### config.mk
export PLATFORM = sky130hd
export DESIGN_NAME = cpu_axi_master_flat
export DESIGN_NICKNAME = d
export VERILOG_FILES = /design/src/rtl/axi_pkg.sv /design/src/rtl/axi_master_p.sv /design/src/rtl/axi_beat_cnt.sv /design/src/rtl/cpu_axi_master.sv /design/src/flat_wrapper.sv
export SDC_FILE = /design/constraint.sdc
export NUM_CORES = 1
export LEC_CHECK = 0
export BUFFER_PORTS_ARGS = -buffer_cell sky130_fd_sc_hd__buf_2
export CORE_AREA = 2 2 116 118
export DETAILED_ROUTE_END_ITERATION = 8
export DIE_AREA = 0 0 118 120
export GPL_TIMING_DRIVEN = 0
export SETUP_SLACK_MARGIN = 0.2
export SLEW_MARGIN = 20
export SYNTH_ARGS = -nofsm -noshare
export SYNTH_HDL_FRONTEND = slang
export SYNTH_SLANG_ARGS = --single-unit
### constraint.sdc
create_clock -name clk -period 2.75 [get_ports clk]
set_input_delay 0 -clock clk [delete_from_list [all_inputs] [get_ports clk]]
set_output_delay 0 -clock clk [all_outputs]
set_load 0.05 [all_outputs]
### src/rtl/axi_pkg.sv
// Shared AXI4 widths, encodings and the CPU-to-AXI bridge state type.
package axi_pkg;

  localparam int unsigned AXI_ID_W   = 4;
  localparam int unsigned AXI_ADDR_W = 32;
  localparam int unsigned AXI_DATA_W = 32;
  localparam int unsigned AXI_STRB_W = AXI_DATA_W / 8;
  localparam int unsigned AXI_LEN_W  = 8;

  localparam logic [2:0] AXI_SIZE_4B    = 3'b010;
  localparam logic [1:0] AXI_BURST_INCR = 2'b01;
  localparam logic [1:0] AXI_RESP_OKAY  = 2'b00;
  localparam logic [1:0] AXI_RESP_SLVERR = 2'b10;
  localparam logic [1:0] AXI_RESP_DECERR = 2'b11;

  typedef enum logic [2:0] {
    ST_IDLE,
    ST_RADDR,
    ST_RDATA,
    ST_WREQ,
    ST_WRESP
  } cpu_axi_state_t;

  function automatic logic [3:0] clamp_len(input logic [3:0] len, input logic [3:0] max_len);
    return (len > max_len) ? max_len : len;
  endfunction

endpackage

### src/rtl/axi_master_p.sv
// AXI4 channel bundle; master drives AW/W/AR payloads and B/R readies.
interface AXI_master_p;
  import axi_pkg::*;

  logic [AXI_ID_W-1:0]   awid;
  logic [AXI_ADDR_W-1:0] awaddr;
  logic [AXI_LEN_W-1:0]  awlen;
  logic [2:0]            awsize;
  logic [1:0]            awburst;
  logic                  awvalid;
  logic                  awready;

  logic [AXI_DATA_W-1:0] wdata;
  logic [AXI_STRB_W-1:0] wstrb;
  logic                  wlast;
  logic                  wvalid;
  logic                  wready;

  logic [AXI_ID_W-1:0]   bid;
  logic [1:0]            bresp;
  logic                  bvalid;
  logic                  bready;

  logic [AXI_ID_W-1:0]   arid;
  logic [AXI_ADDR_W-1:0] araddr;
  logic [AXI_LEN_W-1:0]  arlen;
  logic [2:0]            arsize;
  logic [1:0]            arburst;
  logic                  arvalid;
  logic                  arready;

  logic [AXI_ID_W-1:0]   rid;
  logic [AXI_DATA_W-1:0] rdata;
  logic [1:0]            rresp;
  logic                  rlast;
  logic                  rvalid;
  logic                  rready;

  modport master (
    output awid, awaddr, awlen, awsize, awburst, awvalid, input awready,
    output wdata, wstrb, wlast, wvalid, input wready,
    input  bid, bresp, bvalid, output bready,
    output arid, araddr, arlen, arsize, arburst, arvalid, input arready,
    input  rid, rdata, rresp, rlast, rvalid, output rready
  );

  modport slave (
    input  awid, awaddr, awlen, awsize, awburst, awvalid, output awready,
    input  wdata, wstrb, wlast, wvalid, output wready,
    output bid, bresp, bvalid, input bready,
    input  arid, araddr, arlen, arsize, arburst, arvalid, output arready,
    output rid, rdata, rresp, rlast, rvalid, input rready
  );

endinterface

### src/rtl/axi_beat_cnt.sv
// Read beat counter; flags the expected last beat and any beat at or past it.
module axi_beat_cnt #(
  parameter int unsigned CNT_W = 5,
  parameter int unsigned LEN_W = 4
) (
  input  logic             clk,
  input  logic             rst,
  input  logic             i_clr,
  input  logic             i_inc,
  input  logic [LEN_W-1:0] i_len,
  output logic             o_last,
  output logic             o_past
);

  logic [CNT_W-1:0] r_cnt;
  logic [CNT_W-1:0] w_len_ext;

  assign w_len_ext = {{(CNT_W-LEN_W){1'b0}}, i_len};
  assign o_last    = (r_cnt == w_len_ext);
  assign o_past    = (r_cnt >= w_len_ext);

  // Saturates so a runaway slave burst keeps reporting overrun.
  always_ff @(posedge clk) begin
    if (rst || i_clr) begin
      r_cnt <= '0;
    end else if (i_inc && (r_cnt != '1)) begin
      r_cnt <= r_cnt + 1'b1;
    end
  end

endmodule

### src/rtl/cpu_axi_master.sv
// Single-outstanding CPU request to AXI4 bridge: single-beat writes, INCR read bursts.
module cpu_axi_master
  import axi_pkg::*;
#(
  parameter logic [3:0] MASTER_ID = 4'h0,
  parameter logic [3:0] MAX_LEN   = 4'hF
) (
  input  logic        clk,
  input  logic        rst,
  input  logic        core_req,
  input  logic        core_we,
  input  logic [31:0] core_addr,
  input  logic [3:0]  core_len,
  input  logic [31:0] core_wdata,
  input  logic [3:0]  core_wstrb,
  output logic        core_gnt,
  output logic        core_rvalid,
  output logic [31:0] core_rdata,
  output logic        core_done,
  output logic        core_err,
  AXI_master_p.master master
);

  cpu_axi_state_t r_state, w_state_nx;

  logic [31:0] r_addr;
  logic [3:0]  r_len;
  logic [31:0] r_wdata;
  logic [3:0]  r_wstrb;
  logic        r_we;
  logic        r_aw_done;
  logic        r_w_done;
  logic        r_rerr;

  logic w_gnt, w_done, w_cnt_inc, w_cnt_clr;
  logic w_last, w_past;
  logic w_beat_err, w_berr;
  logic w_aw_hs, w_w_hs;

  axi_beat_cnt #(.CNT_W(5), .LEN_W(4)) u_beat_cnt (
    .clk   (clk),
    .rst   (rst),
    .i_clr (w_cnt_clr),
    .i_inc (w_cnt_inc),
    .i_len (r_len),
    .o_last(w_last),
    .o_past(w_past)
  );

  assign w_aw_hs = master.awvalid & master.awready;
  assign w_w_hs  = master.wvalid & master.wready;

  assign w_beat_err = (master.rresp != AXI_RESP_OKAY) | (master.rid != MASTER_ID) |
                      (master.rlast ? ~w_last : w_past);
  assign w_berr     = (master.bresp != AXI_RESP_OKAY) | (master.bid != MASTER_ID);

  always_comb begin
    w_state_nx = r_state;
    w_gnt      = 1'b0;
    w_done     = 1'b0;
    w_cnt_inc  = 1'b0;
    w_cnt_clr  = 1'b0;
    case (r_state)
      ST_IDLE: if (core_req) begin
        w_gnt      = 1'b1;
        w_cnt_clr  = 1'b1;
        w_state_nx = core_we ? ST_WREQ : ST_RADDR;
      end
      ST_RADDR: if (master.arready) w_state_nx = ST_RDATA;
      ST_RDATA: if (master.rvalid) begin
        w_cnt_inc = 1'b1;
        if (master.rlast) begin
          w_done     = 1'b1;
          w_cnt_clr  = 1'b1;
          w_state_nx = ST_IDLE;
        end
      end
      ST_WREQ: if ((r_aw_done | w_aw_hs) && (r_w_done | w_w_hs)) w_state_nx = ST_WRESP;
      ST_WRESP: if (master.bvalid) begin
        w_done     = 1'b1;
        w_state_nx = ST_IDLE;
      end
      default: w_state_nx = ST_IDLE;
    endcase
  end

  always_ff @(posedge clk) begin
    if (rst) begin
      r_state   <= ST_IDLE;
      r_addr    <= '0;
      r_len     <= '0;
      r_wdata   <= '0;
      r_wstrb   <= '0;
      r_we      <= 1'b0;
      r_aw_done <= 1'b0;
      r_w_done  <= 1'b0;
      r_rerr    <= 1'b0;
    end else begin
      r_state <= w_state_nx;
      if (w_gnt) begin
        r_addr    <= core_addr;
        r_len     <= clamp_len(core_len, MAX_LEN);
        r_wdata   <= core_wdata;
        r_wstrb   <= core_wstrb;
        r_we      <= core_we;
        r_aw_done <= 1'b0;
        r_w_done  <= 1'b0;
        r_rerr    <= 1'b0;
      end else begin
        if (w_aw_hs) r_aw_done <= 1'b1;
        if (w_w_hs)  r_w_done  <= 1'b1;
        // Read errors accumulate across the burst and surface only at RLAST.
        if (w_cnt_inc && w_beat_err) r_rerr <= 1'b1;
      end
    end
  end

  assign core_gnt    = w_gnt & ~rst;
  assign core_rvalid = w_cnt_inc & ~rst;
  assign core_rdata  = master.rdata;
  assign core_done   = w_done & ~rst;
  assign core_err    = core_done & (r_we ? w_berr : (r_rerr | w_beat_err));

  assign master.arvalid = (r_state == ST_RADDR);
  assign master.arid    = MASTER_ID;
  assign master.araddr  = r_addr;
  assign master.arlen   = {4'b0000, r_len};
  assign master.arsize  = AXI_SIZE_4B;
  assign master.arburst = AXI_BURST_INCR;
  assign master.rready  = (r_state == ST_RDATA);

  assign master.awvalid = (r_state == ST_WREQ) & ~r_aw_done;
  assign master.awid    = MASTER_ID;
  assign master.awaddr  = r_addr;
  assign master.awlen   = '0;
  assign master.awsize  = AXI_SIZE_4B;
  assign master.awburst = AXI_BURST_INCR;
  assign master.wvalid  = (r_state == ST_WREQ) & ~r_w_done;
  assign master.wdata   = r_wdata;
  assign master.wstrb   = r_wstrb;
  assign master.wlast   = 1'b1;
  assign master.bready  = (r_state == ST_WRESP);

endmodule
### src/flat_wrapper.sv
// flat-port wrapper written by rule: the top's interface ports become plain ports
module cpu_axi_master_flat import axi_pkg::*;
#(
  parameter logic [3:0] MASTER_ID = 4'h0,
  parameter logic [3:0] MAX_LEN   = 4'hF
)
  (clk, rst, core_req, core_we, core_addr, core_len, core_wdata, core_wstrb, core_gnt, core_rvalid, core_rdata, core_done, core_err, master_awid, master_awaddr, master_awlen, master_awsize, master_awburst, master_awvalid, master_awready, master_wdata, master_wstrb, master_wlast, master_wvalid, master_wready, master_bid, master_bresp, master_bvalid, master_bready, master_arid, master_araddr, master_arlen, master_arsize, master_arburst, master_arvalid, master_arready, master_rid, master_rdata, master_rresp, master_rlast, master_rvalid, master_rready);
  AXI_master_p master_i ();
  input  logic clk;
  input  logic rst;
  input  logic core_req;
  input  logic core_we;
  input  logic [31:0] core_addr;
  input  logic [3:0] core_len;
  input  logic [31:0] core_wdata;
  input  logic [3:0] core_wstrb;
  output logic core_gnt;
  output logic core_rvalid;
  output logic [31:0] core_rdata;
  output logic core_done;
  output logic core_err;
  output wire logic [$bits(master_i.awid)-1:0] master_awid;
  output wire logic [$bits(master_i.awaddr)-1:0] master_awaddr;
  output wire logic [$bits(master_i.awlen)-1:0] master_awlen;
  output wire logic [$bits(master_i.awsize)-1:0] master_awsize;
  output wire logic [$bits(master_i.awburst)-1:0] master_awburst;
  output wire logic [$bits(master_i.awvalid)-1:0] master_awvalid;
  input wire logic [$bits(master_i.awready)-1:0] master_awready;
  output wire logic [$bits(master_i.wdata)-1:0] master_wdata;
  output wire logic [$bits(master_i.wstrb)-1:0] master_wstrb;
  output wire logic [$bits(master_i.wlast)-1:0] master_wlast;
  output wire logic [$bits(master_i.wvalid)-1:0] master_wvalid;
  input wire logic [$bits(master_i.wready)-1:0] master_wready;
  input wire logic [$bits(master_i.bid)-1:0] master_bid;
  input wire logic [$bits(master_i.bresp)-1:0] master_bresp;
  input wire logic [$bits(master_i.bvalid)-1:0] master_bvalid;
  output wire logic [$bits(master_i.bready)-1:0] master_bready;
  output wire logic [$bits(master_i.arid)-1:0] master_arid;
  output wire logic [$bits(master_i.araddr)-1:0] master_araddr;
  output wire logic [$bits(master_i.arlen)-1:0] master_arlen;
  output wire logic [$bits(master_i.arsize)-1:0] master_arsize;
  output wire logic [$bits(master_i.arburst)-1:0] master_arburst;
  output wire logic [$bits(master_i.arvalid)-1:0] master_arvalid;
  input wire logic [$bits(master_i.arready)-1:0] master_arready;
  input wire logic [$bits(master_i.rid)-1:0] master_rid;
  input wire logic [$bits(master_i.rdata)-1:0] master_rdata;
  input wire logic [$bits(master_i.rresp)-1:0] master_rresp;
  input wire logic [$bits(master_i.rlast)-1:0] master_rlast;
  input wire logic [$bits(master_i.rvalid)-1:0] master_rvalid;
  output wire logic [$bits(master_i.rready)-1:0] master_rready;
  assign master_awid = master_i.awid;
  assign master_awaddr = master_i.awaddr;
  assign master_awlen = master_i.awlen;
  assign master_awsize = master_i.awsize;
  assign master_awburst = master_i.awburst;
  assign master_awvalid = master_i.awvalid;
  assign master_i.awready = master_awready;
  assign master_wdata = master_i.wdata;
  assign master_wstrb = master_i.wstrb;
  assign master_wlast = master_i.wlast;
  assign master_wvalid = master_i.wvalid;
  assign master_i.wready = master_wready;
  assign master_i.bid = master_bid;
  assign master_i.bresp = master_bresp;
  assign master_i.bvalid = master_bvalid;
  assign master_bready = master_i.bready;
  assign master_arid = master_i.arid;
  assign master_araddr = master_i.araddr;
  assign master_arlen = master_i.arlen;
  assign master_arsize = master_i.arsize;
  assign master_arburst = master_i.arburst;
  assign master_arvalid = master_i.arvalid;
  assign master_i.arready = master_arready;
  assign master_i.rid = master_rid;
  assign master_i.rdata = master_rdata;
  assign master_i.rresp = master_rresp;
  assign master_i.rlast = master_rlast;
  assign master_i.rvalid = master_rvalid;
  assign master_rready = master_i.rready;
  cpu_axi_master #(.MASTER_ID(MASTER_ID), .MAX_LEN(MAX_LEN)) u_core (.clk(clk), .rst(rst), .core_req(core_req), .core_we(core_we), .core_addr(core_addr), .core_len(core_len), .core_wdata(core_wdata), .core_wstrb(core_wstrb), .core_gnt(core_gnt), .core_rvalid(core_rvalid), .core_rdata(core_rdata), .core_done(core_done), .core_err(core_err), .master(master_i));
endmodule
# Word level (Yosys, flattened, before mapping)
# Index checks and enable logic that the tools add are counted.
totals:
  word_cells: 74
  output_inout_bits: 176
  inputBits: 126
  ff_bits: 84
op_classes:
  magnitude_cmp: 2
  bitwise_logic: 18
  n_eq_ne: 12
  n_reduce_logical: 11
  add_sub_neg: 1
  mux: 20
ops:
  columns: ["op", "count"]
  rows:
  - ["two-way mux 3 bit", 6]
  - ["one-hot mux 3 bit (5 select lines)", 1]
  - ["two-way mux 1 bit", 9]
  - ["AND 1 bit", 8]
  - ["inequality test 2 bit (second input constant)", 4]
  - ["nonzero test 4 bit", 2]
  - ["equality test 3 x 2 -> 1 bit (second input constant)", 2]
  - ["bitwise OR 1 bit", 6]
  - ["AND reduction 6 bit", 1]
  - ["adder 5 x 1 -> 5 bit (second input constant)", 1]
  - ["equality test 5 x 4 -> 1 bit", 1]
  - [">= comparator 5 x 4 -> 1 bit", 1]
  - ["inequality test 5 bit (second input constant)", 1]
  - ["greater-than comparator 4 bit (second input constant)", 1]
  - ["two-way mux 4 bit", 1]
  - ["inequality test 2 x 1 -> 1 bit (second input constant)", 2]
  - ["inverter 1 bit", 4]
  - ["one-hot mux 1 bit (2 select lines)", 2]
  - ["nonzero test 2 bit", 2]
  - ["equality test 3 x 1 -> 1 bit (second input constant)", 1]
  - ["equality test 3 bit (second input constant)", 1]
  - ["logical AND 1 bit", 3]
  - ["logical NOT 3 bit", 1]
  - ["two-way mux 2 bit", 1]
  - ["other kinds (2)", 2]

# Depth between registers and ports, before layout
# Gate-level depths: netlist of the first run.
logic_depth:
  ltp_word: 7
  depth_mapped: 7
  mapped_depth_nobuf: 6

# Cells and area by module
# From an unflattened synthesis of the first run, not the netlist that was laid out.
hier_totals:
  cells_unflattened: 515
  area_unflattened_um2: 4023.9
modules_own_cells:
  columns: ["mod", "seq_area_each_um2", "area_each_um2", "instances", "cells_each"]
  rows:
  - ["cpu_axi_master", 1581.5, 3676.0, 1, 474]
  - ["axi_beat_cnt", 100.1, 347.8, 1, 41]

# Least setup slack after synthesis of the first run
# OpenSTA, ideal clock, no wires.
synth_timing:
  path_kind: "reg2reg"
  from: "register u_core.r_state[0]"
  to: "register u_core.r_state[2]"
  t_arrival_ns: 2.210
  slack_ns: 0.405
  period_less_slack_ns: 2.345
  n_path_buf: 1
  required_ns: 2.615
  setup_ns: 0.135
  path_stages_with_launch: 6
  cell_sequence: "dfxtp_1 buf_2 nor3b_1 a32oi_1 a41oi_1 a311oi_1"
synth_via:
  word_cells_on_any_way: 20
  cone_classes: "eq/ne (10); mux (1); bitwise (6); reduce/logical (3)"
synth_lines:
  columns: ["item", "line_no", "rtl"]
  rows:
  - ["from (decl)", "cpu_axi_master.sv:24", "cpu_axi_state_t r_state, w_state_nx;"]
  - ["from (signal assigned)", "cpu_axi_master.sv:99", "r_state <= w_state_nx;"]
  - ["equality test 3 bit *", null, null]
  - ["via master_bready", "flat_wrapper.sv:37", "output wire logic [$bits(master_i.bready)-1:0] master_bready;"]
  - ["inequality test 2 bit (no source line)", null, null]
  - ["AND reduction 6 bit (no source line)", null, null]
# The timed path passes the listed nets; every way through them passes the cells marked *.
# A chain may end at the register's enable or synchronous reset.

# Worst setup path in the final report of the first run
layout_timing:
  from: "register u_core.r_len[2]"
  to: "output core_err"
layout_via:
  elab_chain_cells: 7
  word_cells_on_any_way: 8
  cone_classes: "order compare (1); eq/ne (1); mux (2); bitwise (4)"
layout_lines:
  columns: ["item", "line_no", "rtl"]
  rows:
  - ["from (decl)", "cpu_axi_master.sv:27", "logic [3:0] r_len;"]
  - ["from (signal assigned)", "cpu_axi_master.sv:102", "r_len <= clamp_len(core_len, MAX_LEN);"]
  - ["parallel branches: the longest is 2 deep, another holds >= comparator 5 x 4 -> 1 bit", null, null]
  - ["two-way mux 1 bit *", "cpu_axi_master.sv:54", "(master.rlast ? ~w_last : w_past);"]
  - ["bitwise OR 1 bit *", "cpu_axi_master.sv:53", "assign w_beat_err = (master.rresp != AXI_RESP_OKAY) | (master.rid != MASTER_ID) |"]
  - ["bitwise OR 1 bit *", "cpu_axi_master.sv:122", "assign core_err = core_done & (r_we ? w_berr : (r_rerr | w_beat_err));"]
  - ["two-way mux 1 bit *", "cpu_axi_master.sv:122", null]
  - ["AND 1 bit *", "cpu_axi_master.sv:122", null]
  - ["to (decl)", "flat_wrapper.sv:21", "output logic core_err;"]
# Mark *: on every way between the ends.

==> metrics.md, run 1 <==
| Metric | Value |
|---|---|
| Die X | `118 um` |
| Vias/cell | `4.214` |
| Max-slew violations | `0` |
| #FFs+latches synth | `84` |
| Top Ports | `302` |
| Yosys top cell by area | `dfxtp_1` |
| TritonCTS clock tree | `built` |
| Initial DRC Count | `100` |
| Residual DRC | `0` |
| Hold Path Class | `in -> reg` |
| Share of the synthesized area in the top cell type | `0.4479` |
| Worst skew pair latency | `0.34 ns` |
| Power Density | `678.2 mW/mm^2` |
| Worst EP arrival | `2.14 ns` |
| WHS | `0.02848 ns` |
| Crit-path max FO | `3` |
| Initial antenna violation count | `0` |
| Net Sw Frac | `0.4001` |
| Setup TNS | `0 ns` |
| Total track usage | `0.1566` |
| Postcts setup bufs | `0` |
| GPL Wtd Cong | `0.8122` |
| Grt total ovfl | `0` |
| Aggregate routed wire length | `11570 um` |
| Synth Area per Inst | `10.55 sq um` |
| Crit Path Class | `reg -> out` |
| Syn Std Cell Area | `0.003755 sq mm` |
| Final ANT Viol Nets | `0` |
| RSZ-0062 raised after global routing | `false` |
| Yosys cell types | `42` |
| Setup slack, reg-to-reg | `1.12 ns` |
| Syn Inst Count | `356` |
| Vias in the first global route | `3703` |
| Die height | `120 um` |
| Largest net degree at the start of global routing | `14` |
| Synthesis Warnings | `0` |
| Area growth, synth to finish | `68.08%` |
| Hold Vio Cnt, Final | `0` |
| Root Driver | `clkbuf_16` |
| Most frequent cells in the layout | `buf_2, buf_4, dfxtp_1, dlygate4sd3_1, a22o_1` |
| Fraction of layout cells with a size suffix above 1 | `0.5175` |
| Max clock buf depth | `2` |
| Clock transition at path regs | `0.06 ns` |
| Data required, critical path | `2.75 ns` |
| Clock tree sinks | `84` |
| Seq. cell area | `0.001682 sq mm` |
| Status | `complete, no violations` |
| Register area share after synthesis | `0.4479` |
| CP endpoint kind | `primary output` |
| Clock power share | `0.271` |
| Die area | `0.01416 sq mm` |
| Dpl hpwl | `8225 um` |
| CTS buffer count | `9` |
| H-tree levels | `3` |
| Setup Skew | `0.008484 ns` |
| Multi-input logic area | `0.001304 sq mm` |
| Tmin final | `2.136 ns` |
| Int Power | `2.568 mW` |
| Max_cap viols | `0` |
| Final setup fails | `0` |
| Leakage | `3.401 nW` |
| Tcrit/Tclk final | `0.7768` |
| Core Region | `0.01298 sq mm` |
| N_diodes | `0` |
| Fill count | `1179` |
| Switching power total | `1.712 mW` |
| Final #Nets | `841` |
| Startpoint types | `register` |
| Drt wl/cell | `13.02 um` |
| Initial Util | `0.2893` |
| Cell Rows | `42` |
| Peak supply drop | `0.2481 mV` |
| Synth top area cells | `dfxtp_1, buf_4, a22o_1, ha_1, buf_6` |
| Register share of total power | `0.335` |
| Most common cell after layout, fill and taps aside | `buf_2` |
| Core Util, Final | `0.4862` |
| DR vias | `3746` |
| Combinational Power Share | `0.394` |
| DRT Pass-1 Iters | `4` |
| First-pass GRT wire length | `17570 um` |
| FMAX | `0.4682 GHz` |
| # port buffers | `238` |
## per-stage QoR
| stage | area, sq um | setup WS, ns | std cells | total power, mW |
|---|---|---|---|---|
| floorplan | 3864 | 0.4051 | 385 | 2.706 |
| global placement | 5275 | 0.9947 | 799 | 3.050 |
| detailed placement | 5275 | 0.9882 | 799 | 3.059 |
| CTS | 6311 | 0.5900 | 889 | 4.319 |
| global route | 6311 | 0.4963 | 889 | 4.449 |
| finish | 6311 | 0.6139 | 889 | 4.280 |
## critical path, stage by stage, from the launching register on
cell	delay, ns
dfxtp_1	0.36
inv_1	0.06
ha_1	0.32
a211o_1	0.30
a31oi_1	0.15
o2111ai_1	0.16
o211a_1	0.23
buf_2	0.21
## cell families after synthesis
family,after synthesis,synth area share
adder cells (fa/ha/maj),6,0.01999
buffers and inverters,122,0.2339
AO/OA/AOI/OAI,93,0.2143
XOR/XNOR,3,0.006999
multiplexers,1,0.002666
other,2,0.002000
AND/OR/NAND/NOR,45,0.07231
flip-flops,84,0.4478
## layer usage
metal / GRT usage / vias to the layer above / part of all wire
li1: - / 1852 / -
met1: 0.1625 / 1698 / 0.40
met2: 0.2849 / 173 / 0.51
met3: 0.05276 / 23 / 0.070
met4: 0.07229 / 0 / 0.026
met5: 0 / - / 0
## worst paths after layout
| kind | from | cells after the start | end |
|---|---|---|---|
| min reg2reg | u_core.master.wdata[4] | 1 | u_core.master.wdata[4] |
| min | master_wready | 3 | u_core.r_w_done |
| max reg2reg | u_core.r_len[2] | 6 | u_core.r_rerr |
| max | u_core.r_len[2] | 7 | core_err |
## what timing repair did
action,in CTS,in global routing
hold buffers,75,0
gates resized for setup,0,0
endpoints found under the hold margin,76,0
## power by group through the flow
stage	combinational, mW	clock, mW	sequential, mW
final	1.69	1.16	1.43
after CTS	1.69	1.20	1.43
after global routing	1.77	1.23	1.45
after global placement	1.60	0	1.45
after detailed placement	1.60	0	1.45
after floorplan	0.851	0	1.85
## synth_stat cells, drive strengths merged
library cell / count
buf: 110
nor2: 11
a31oi: 2
nand4bb: 1
nand3: 5
nor4: 3
ha: 6
o31ai: 1
nand2b: 4
dfxtp: 84
conb: 2
a311oi: 1
inv: 8
a21oi: 2
and2: 2
a32oi: 1
mux2i: 1
a41oi: 1
o21ai: 2
o22ai: 2
nor3b: 2
and3b: 1
a211o: 1
o21bai: 1
and3: 3
nand4: 1
xnor2: 3
o2111ai: 1
clkbuf: 4
a21o: 2
o211ai: 1
or2: 1
nand2: 8
nor3: 3
a31o: 1
a22o: 73
o211a: 1
## final cells by class
| cell class | count | share of cell area |
|---|---|---|
| flip-flops and latches | 84 | 0.2665 |
| repair buffers | 313 | 0.3077 |
| well taps | 176 | 0.03489 |
| clock buffers | 12 | 0.04223 |
| plain buffers | 114 | 0.1344 |
| inverters | 8 | 0.004758 |
| clock inverters | 3 | 0.002974 |
| multi-input cells | 179 | 0.2066 |
## sequential cells by signal, indices dropped and copies added, names as in the netlist
| signal | count |
|---|---|
| u_core.r_w_done | 1 |
| u_core.master.araddr | 32 |
| u_core.master.wdata | 32 |
| u_core.r_state | 3 |
| u_core.r_len | 4 |
| u_core.r_rerr | 1 |
| u_core.u_beat_cnt.r_cnt | 5 |
| u_core.r_we | 1 |
| u_core.master.wstrb | 4 |
| u_core.r_aw_done | 1 |
No activity file was read; power rests on OpenSTA's default activity.
==> inputs of run 2 (changes only) <==
--- a/config.mk
+++ b/config.mk
@@ -5,10 +5,11 @@
 export SDC_FILE = /design/constraint.sdc
 export NUM_CORES = 1
 export LEC_CHECK = 0
+export ABC_AREA = 1
 export BUFFER_PORTS_ARGS = -buffer_cell sky130_fd_sc_hd__buf_2
-export CORE_AREA = 2 2 116 118
+export CORE_AREA = 2 2 119 121
 export DETAILED_ROUTE_END_ITERATION = 8
-export DIE_AREA = 0 0 118 120
+export DIE_AREA = 0 0 121 123
 export GPL_TIMING_DRIVEN = 0
 export SETUP_SLACK_MARGIN = 0.2
 export SLEW_MARGIN = 20
==> constraint.sdc (replaced) <==
create_clock -name clk -period 1.8 [get_ports clk]
set_input_delay 0 -clock clk [delete_from_list [all_inputs] [get_ports clk]]
set_output_delay 0 -clock clk [all_outputs]
set_load 0.05 [all_outputs]
==> run 2 against run 1 <==
- register-to-register slack worse by 1.0 ns
- clock-buffer cell count shrank 3
- via count grew 5.8%
- non-clock buffer count is 5 higher
- highest routed layer unchanged
- hold slack worse by 0.0048 ns
- final area increased by 3.3%
- first-iteration DRC count is 7.0% lower
- sequential cell count did not move
==> metrics.md, run 2 <==
| Metric | Value |
|---|---|
| CP endpoint kind | `register` |
| Clock transition at path regs | `0.06 ns` |
| Worst skew pair latency | `0.34 ns` |
| Yosys top cell by area | `dfxtp_1` |
| FMAX | `0.5855 GHz` |
| Worst slack, placed | `0.2365 ns` |
| Drt wl/cell | `12.35 um` |
| Leakage | `3.530 nW` |
| Tmin final | `1.708 ns` |
| Most common cell after layout, fill and taps aside | `buf_2` |
| DRT Pass-1 Iters | `4` |
| Worst EP arrival | `1.94 ns` |
| TritonCTS clock tree | `built` |
| Seq. cell area | `0.001693 sq mm` |
| N_diodes | `0` |
| Die X | `121 um` |
| GPL Wtd Cong | `0.7927` |
| Setup slack after layout | `0.09219 ns` |
| Dpl hpwl | `8349 um` |
| Setup Skew | `0.005678 ns` |
| Most frequent CP cell | `nand2_1` |
| Peak supply drop | `0.4208 mV` |
| CTS buffer count | `9` |
| Crit-path max FO | `4` |
| Crit-path cells | `ha_4, nand2_2, inv_1, nand2_1, nand2_1, nand2_1, nand2_1, nand2_1, nand2_2, buf_4, buf_4, buf_4, buf_4, nand2_1, a21oi_1` |
| Total Power | `7.154 mW` |
| Max-slew violations | `0` |
| Critical path's slowest cell | `dfxtp_4` |
| Residual DRC | `0` |
| Final #Nets | `895` |
| CP bufs+invs | `5` |
| Top cells by count, synth | `buf_4, dfxtp_1, a22o_1` |
| Largest net degree at the start of global routing | `16` |
| Ys async rst share | `0` |
| Final setup fails | `0` |
| Area growth, synth to finish | `72.41%` |
| Tcrit/Tclk final | `0.9488` |
| Cell Area, Placed | `0.005313 sq mm` |
| Register area share after synthesis | `0.4446` |
| Top Ports | `302` |
| Status | `complete, no violations` |
| Yosys cell types | `21` |
| Die area | `0.01488 sq mm` |
| Initial antenna violation count | `0` |
| Vias/cell | `4.181` |
| Clock tree sinks | `84` |
| Cell Rows | `43` |
| Crit Path Class | `reg -> reg` |
| Multi-input logic area | `0.001313 sq mm` |
| #FFs+latches synth | `84` |
| Number of synthesized flops with an enable pin | `0` |
| Hold Path Class | `in -> reg` |
| Most frequent cells in the layout | `buf_2, buf_4, dfxtp_1, dlygate4sd3_1, a22o_1` |
| Vias in the first global route | `3567` |
| Die height | `123 um` |
| Share of the synthesized area in the top cell type | `0.4446` |
| Core Util, Final | `0.4791` |
| Hold Vio Cnt, Final | `0` |
| Max_cap viols | `0` |
| Worst path max stage delay | `0.36 ns` |
| Initial DRC Count | `93` |
| Syn Std Cell Area | `0.003782 sq mm` |
| Synth Area per Inst | `9.432 sq um` |
| Fraction of layout cells with a size suffix above 1 | `0.5352` |
| Kind of cell adding the most delay to the critical path | `buffers and inverters` |
| Grt total ovfl | `0` |
| Initial Util | `0.2779` |
| DR vias | `3964` |
| First-pass GRT wire length | `16890 um` |
| Fill count | `1233` |
| Synth top area cells | `dfxtp_1, buf_4, a22o_1, nand2_1, inv_1` |
| Startpoint types | `register` |
| Total track usage | `0.1446` |
| Core Region | `0.01361 sq mm` |
| Power Density | `1097 mW/mm^2` |
| Ys flop type | `dfxtp_1` |
| Setup slack, reg-to-reg | `0.09 ns` |
| RSZ-0062 raised after global routing | `true` |
| H-tree levels | `3` |
| # port buffers | `238` |
| Aggregate routed wire length | `11710 um` |
| Syn Inst Count | `401` |
| Most frequent cell after synthesis | `buf_4` |
| Finished Cell Area | `0.006521 sq mm` |
| Max clock buf depth | `2` |
| Final ANT Viol Nets | `0` |
| Data required, critical path | `2.03 ns` |
| Root Driver | `clkbuf_16` |
| Synthesis Warnings | `0` |
==> run 2: cell types whose count changed after synthesis, sizes merged, moves of 5 or more <==
cell / change
nor2: +5
a21oi: +10
o21ai: +6
inv: +28
nand2: +35
==> run 2: area by class of cell <==
type                       instances  area share
sequential                        84      0.2596
timing repair buffer             322      0.3114
inverter                          36     0.02072
buffer                           110      0.1299
clock inverter                     7    0.008058
clock buffer                       9     0.03454
tap                              180     0.03454
multi-input combinational        200      0.2013
==> run 2: logic make-up (layout without fill, tap and decap cells) <==
family | count (synthesis) | in the layout | share of synthesized area
compound gates | 89 | 89 | 0.1862
other cells | 2 | 31 | 0.001986
simple gates | 74 | 74 | 0.08998
buf+inv | 146 | 484 | 0.2574
flops | 84 | 84 | 0.4446
fa+ha+maj | 6 | 6 | 0.01985
==> run 2: worst min-delay path, stage by stage <==
cell,delay [ns]
buf_2,0.09
inv_1,0.03
o21ai_0,0.09
inv_1,0.07
nor2_1,0.04
==> run 2: routing by layer <==
layer,GRT usage,vias up,wire (um)
met5,0,-,0
met4,0.07340,0,237
met3,0.03367,19,868
met2,0.2595,188,5940
met1,0.1597,1806,4659
li1,-,1951,-
==> run 2: timing repair <==
item / in CTS / in global routing
gates resized for setup: 23 / 13
setup endpoints to repair: 3 / 19
buffers inserted: 8 / 0
endpoints found under the hold margin: 75 / 0
hold buffers: 76 / 0
pin swaps: 9 / 6
==> run 2: worst paths after layout <==
path                                                 start               end  cells after the start
worst max-delay path            u_core.u_beat_cnt.r_cnt[2]     u_core.r_rerr                     15
worst min-delay path                        master_awready  u_core.r_aw_done                      5
worst max register to register  u_core.u_beat_cnt.r_cnt[2]     u_core.r_rerr                     15
worst min register to register               u_core.r_rerr     u_core.r_rerr                      2
==> run 2: report_power, final <==
part	switching, mW	internal [mW]	total, mW	leakage [nW]
sequential	0.171	2.11	2.28	0.692
clock	0.780	0.938	1.72	0.124
combinational	2.17	0.984	3.15	2.71
==> run 2: metrics by stage <==
stage / instances / TNS (ns) / hold WS (ns)
4_1_cts: 948 / 0 / 0.009838
5_1_grt: 948 / -0.05730 / 0.07850
2_1_floorplan: 430 / 0 / 0.06907
3_3_place_gp: 848 / 0 / 0.2106
3_5_place_dp: 848 / 0 / 0.2157
6_report: 948 / 0 / 0.02365
==> inputs of run 3 (changes only) <==
--- a/config.mk
+++ b/config.mk
@@ -7,10 +7,11 @@
 export LEC_CHECK = 0
 export ABC_AREA = 1
 export BUFFER_PORTS_ARGS = -buffer_cell sky130_fd_sc_hd__buf_2
-export CORE_AREA = 2 2 119 121
+export CORE_AREA = 3 3 117 119
 export DETAILED_ROUTE_END_ITERATION = 8
-export DIE_AREA = 0 0 121 123
+export DIE_AREA = 0 0 120 122
 export GPL_TIMING_DRIVEN = 0
+export PLACE_DENSITY = 0.65
 export SETUP_SLACK_MARGIN = 0.2
 export SLEW_MARGIN = 20
 export SYNTH_ARGS = -nofsm -noshare
==> constraint.sdc (replaced) <==
create_clock -name clk -period 1.4 [get_ports clk]
set_input_delay 0 -clock clk [delete_from_list [all_inputs] [get_ports clk]]
set_output_delay 0 -clock clk [all_outputs]
set_load 0.05 [all_outputs]
==> run 3 against run 2 <==
- the flow now finishes with violations (setup timing)
- final area up 19%
- wire length up 23%
- non-clock buffer count up 50
- setup slack worse by 0.42 ns
- critical path depth down 5
- total power up 48%
- combinational power up 69%
- die area down 1.6%
- register-to-register slack worse by 0.25 ns
- hold slack better by 0.099 ns
- via count up 6.7%
- sequential power up 30%
==> metrics.md, run 3 (synthesized netlist as in run 2, its figures left out) <==
| Metric | Value |
|---|---|
| Max_cap viols | `0` |
| Worst slack, placed | `-0.1487 ns` |
| Kind of cell adding the most delay to the critical path | `simple AND/OR/NAND/NOR gates` |
| Grt total ovfl | `0` |
| Worst path max stage delay | `0.36 ns` |
| Die area | `0.01464 sq mm` |
| First-pass GRT wire length | `21450 um` |
| Crit Path Class | `reg -> out` |
| WHS | `0.1224 ns` |
| R2R Path End | `u_core.master.wdata[26]` |
| Data required, critical path | `1.40 ns` |
| Core Util, Final | `0.6146` |
| Total track usage | `0.1856` |
| Die height | `122 um` |
| Critical Path Start | `u_core.u_beat_cnt.r_cnt[0]` |
| Root Driver | `clkbuf_16` |
| Setup slack, reg-to-reg | `-0.16 ns` |
| Leakage | `4.017 nW` |
| Status | `finished with violations` |
| Clock transition at path regs | `0.06 ns` |
| Most frequent CP cell | `nor2_1` |
| CP bufs+invs | `3` |
| Worst skew pair latency | `0.34 ns` |
| Die X | `120 um` |
| Hold Vio Cnt, Final | `0` |
| TritonCTS clock tree | `built` |
| Core Region | `0.01267 sq mm` |
| Area growth, synth to finish | `105.9%` |
| Critical path's slowest cell | `dfxtp_4` |
| Hold Path Class | `in -> reg` |
| Dpl hpwl | `8985 um` |
| Hold depth | `5` |
| Crit-path max FO | `2` |
| CP endpoint kind | `primary output` |
| # port buffers | `238` |
| Cell Rows | `41` |
| FMAX | `0.5777 GHz` |
| H-tree levels | `3` |
| Final #Nets | `946` |
| Total Power | `10.61 mW` |
| Crit-path cells | `inv_4, ha_4, nand2_1, nor2_1, nor2_1, nor2_1, nand2_2, o21ai_2, inv_2, buf_8` |
| Worst reg2reg path depth | `10` |
| Worst EP arrival | `1.73 ns` |
| Most common cell after layout, fill and taps aside | `buf_2` |
| Largest net degree at the start of global routing | `14` |
| Initial DRC Count | `171` |
| Vias/cell | `4.271` |
| Drt wl/cell | `14.49 um` |
| Min-Delay Startpoint | `master_rvalid` |
| Final ANT Viol Nets | `0` |
| Initial antenna violation count | `0` |
| RSZ-0062 raised after global routing | `true` |
| Most frequent cells in the layout | `buf_2, buf_4, dlygate4sd3_1, dfxtp_1, a22o_1` |
| Fill count | `977` |
| Vias in the first global route | `4218` |
| Startpoint types | `register` |
| Tmin final | `1.731 ns` |
| Clock tree sinks | `84` |
| Setup Skew | `0.007278 ns` |
| Fraction of layout cells with a size suffix above 1 | `0.6100` |
| Aggregate routed wire length | `14350 um` |
| Worst Hold End | `u_core.u_beat_cnt.r_cnt[1]` |
| Setup slack after layout | `-0.3309 ns` |
| N_diodes | `0` |
| DR vias | `4228` |
| CP Depth | `10` |
| DRT Pass-1 Iters | `6` |
| GPL Wtd Cong | `0.8178` |
| CTS buffer count | `9` |
| Initial Util | `0.2985` |
| Tcrit/Tclk final | `1.236` |
| Final setup fails | `86` |
| Max clock buf depth | `2` |
| Power Density | `1362 mW/mm^2` |
| Peak supply drop | `0.5995 mV` |
| Failing checks | `setup timing` |
| R2r startpoint | `u_core.r_state[2]` |
| Residual DRC | `0` |
| Max-slew violations | `0` |
| Top Ports | `302` |
run 3: cell count changes in the layout (fill, tap and decap cells not counted), sizes merged:
cell         previous run  this run
buf                   356       405
clkbuf                  9        12
clkinv                  2         4
clkinvlp                4         1
dlygate4sd3            76        77
inv                    37        35
run 3: layout make-up:
| cell class | instances | area, sq um | share of cell area |
|---|---|---|---|
| clock buffer | 12 | 279.0 | 0.03583 |
| inverter | 36 | 170.2 | 0.02185 |
| timing repair buffer | 372 | 2902 | 0.3726 |
| sequential | 84 | 1717 | 0.2204 |
| tap | 172 | 215.2 | 0.02763 |
| multi-input combinational | 200 | 1535 | 0.1971 |
| buffer | 110 | 940.9 | 0.1208 |
| timing repair inverter | 1 | 11.26 | 0.001446 |
| clock inverter | 3 | 17.52 | 0.002249 |
run 3: worst max path at each step:
stage,end,slack (ns)
global placement,core_err,-0.14
detailed placement,core_err,-0.15
CTS,core_err,-0.33
global route,core_err,-0.46
finish,core_err,-0.33
floorplan,core_err,0.04
run 3: per-stage QoR:
| stage | TNS [ns] | cell area, sq um | instances |
|---|---|---|---|
| CTS | -4.368 | 7550 | 976 |
| finish | -8.593 | 7787 | 990 |
| floorplan | 0 | 4059 | 430 |
| global route | -13.57 | 7787 | 990 |
| detailed placement | -0.2203 | 5465 | 840 |
| global placement | -0.1419 | 5465 | 840 |
run 3: repair_timing:
action / CTS / global route
hold buffers: 77 / 0
endpoints found under the hold margin: 77 / 0
gates resized for setup: 108 / 38
gates cloned: 15 / 0
setup endpoints to repair: 90 / 93
setup buffers: 29 / 14
pin swaps: 21 / 20
run 3: power breakdown:
group / switching, mW / internal (mW) / total [mW]
Sequential: 0.239 / 2.72 / 2.96
Combinational: 3.20 / 2.11 / 5.31
Clock: 0.931 / 1.40 / 2.33
Total: 4.37 / 6.24 / 10.6
run 3: routing by layer:
layer,track usage,share of wire
met2,0.3488,0.54
met1,0.2002,0.37
met3,0.05153,0.077
met4,0.06156,0.019
met5,0,0
run 3: worst reg2reg max path, cell delays in order (launching register included):
cell and delay (ns):
dfxtp_2 0.34, inv_2 0.05, buf_6 0.12, nand2_4 0.07, nor2_4 0.05, nand3_2 0.08, clkinv_4 0.12, buf_12 0.17
buf_12 0.12, buf_16 0.12, a22o_1 0.21
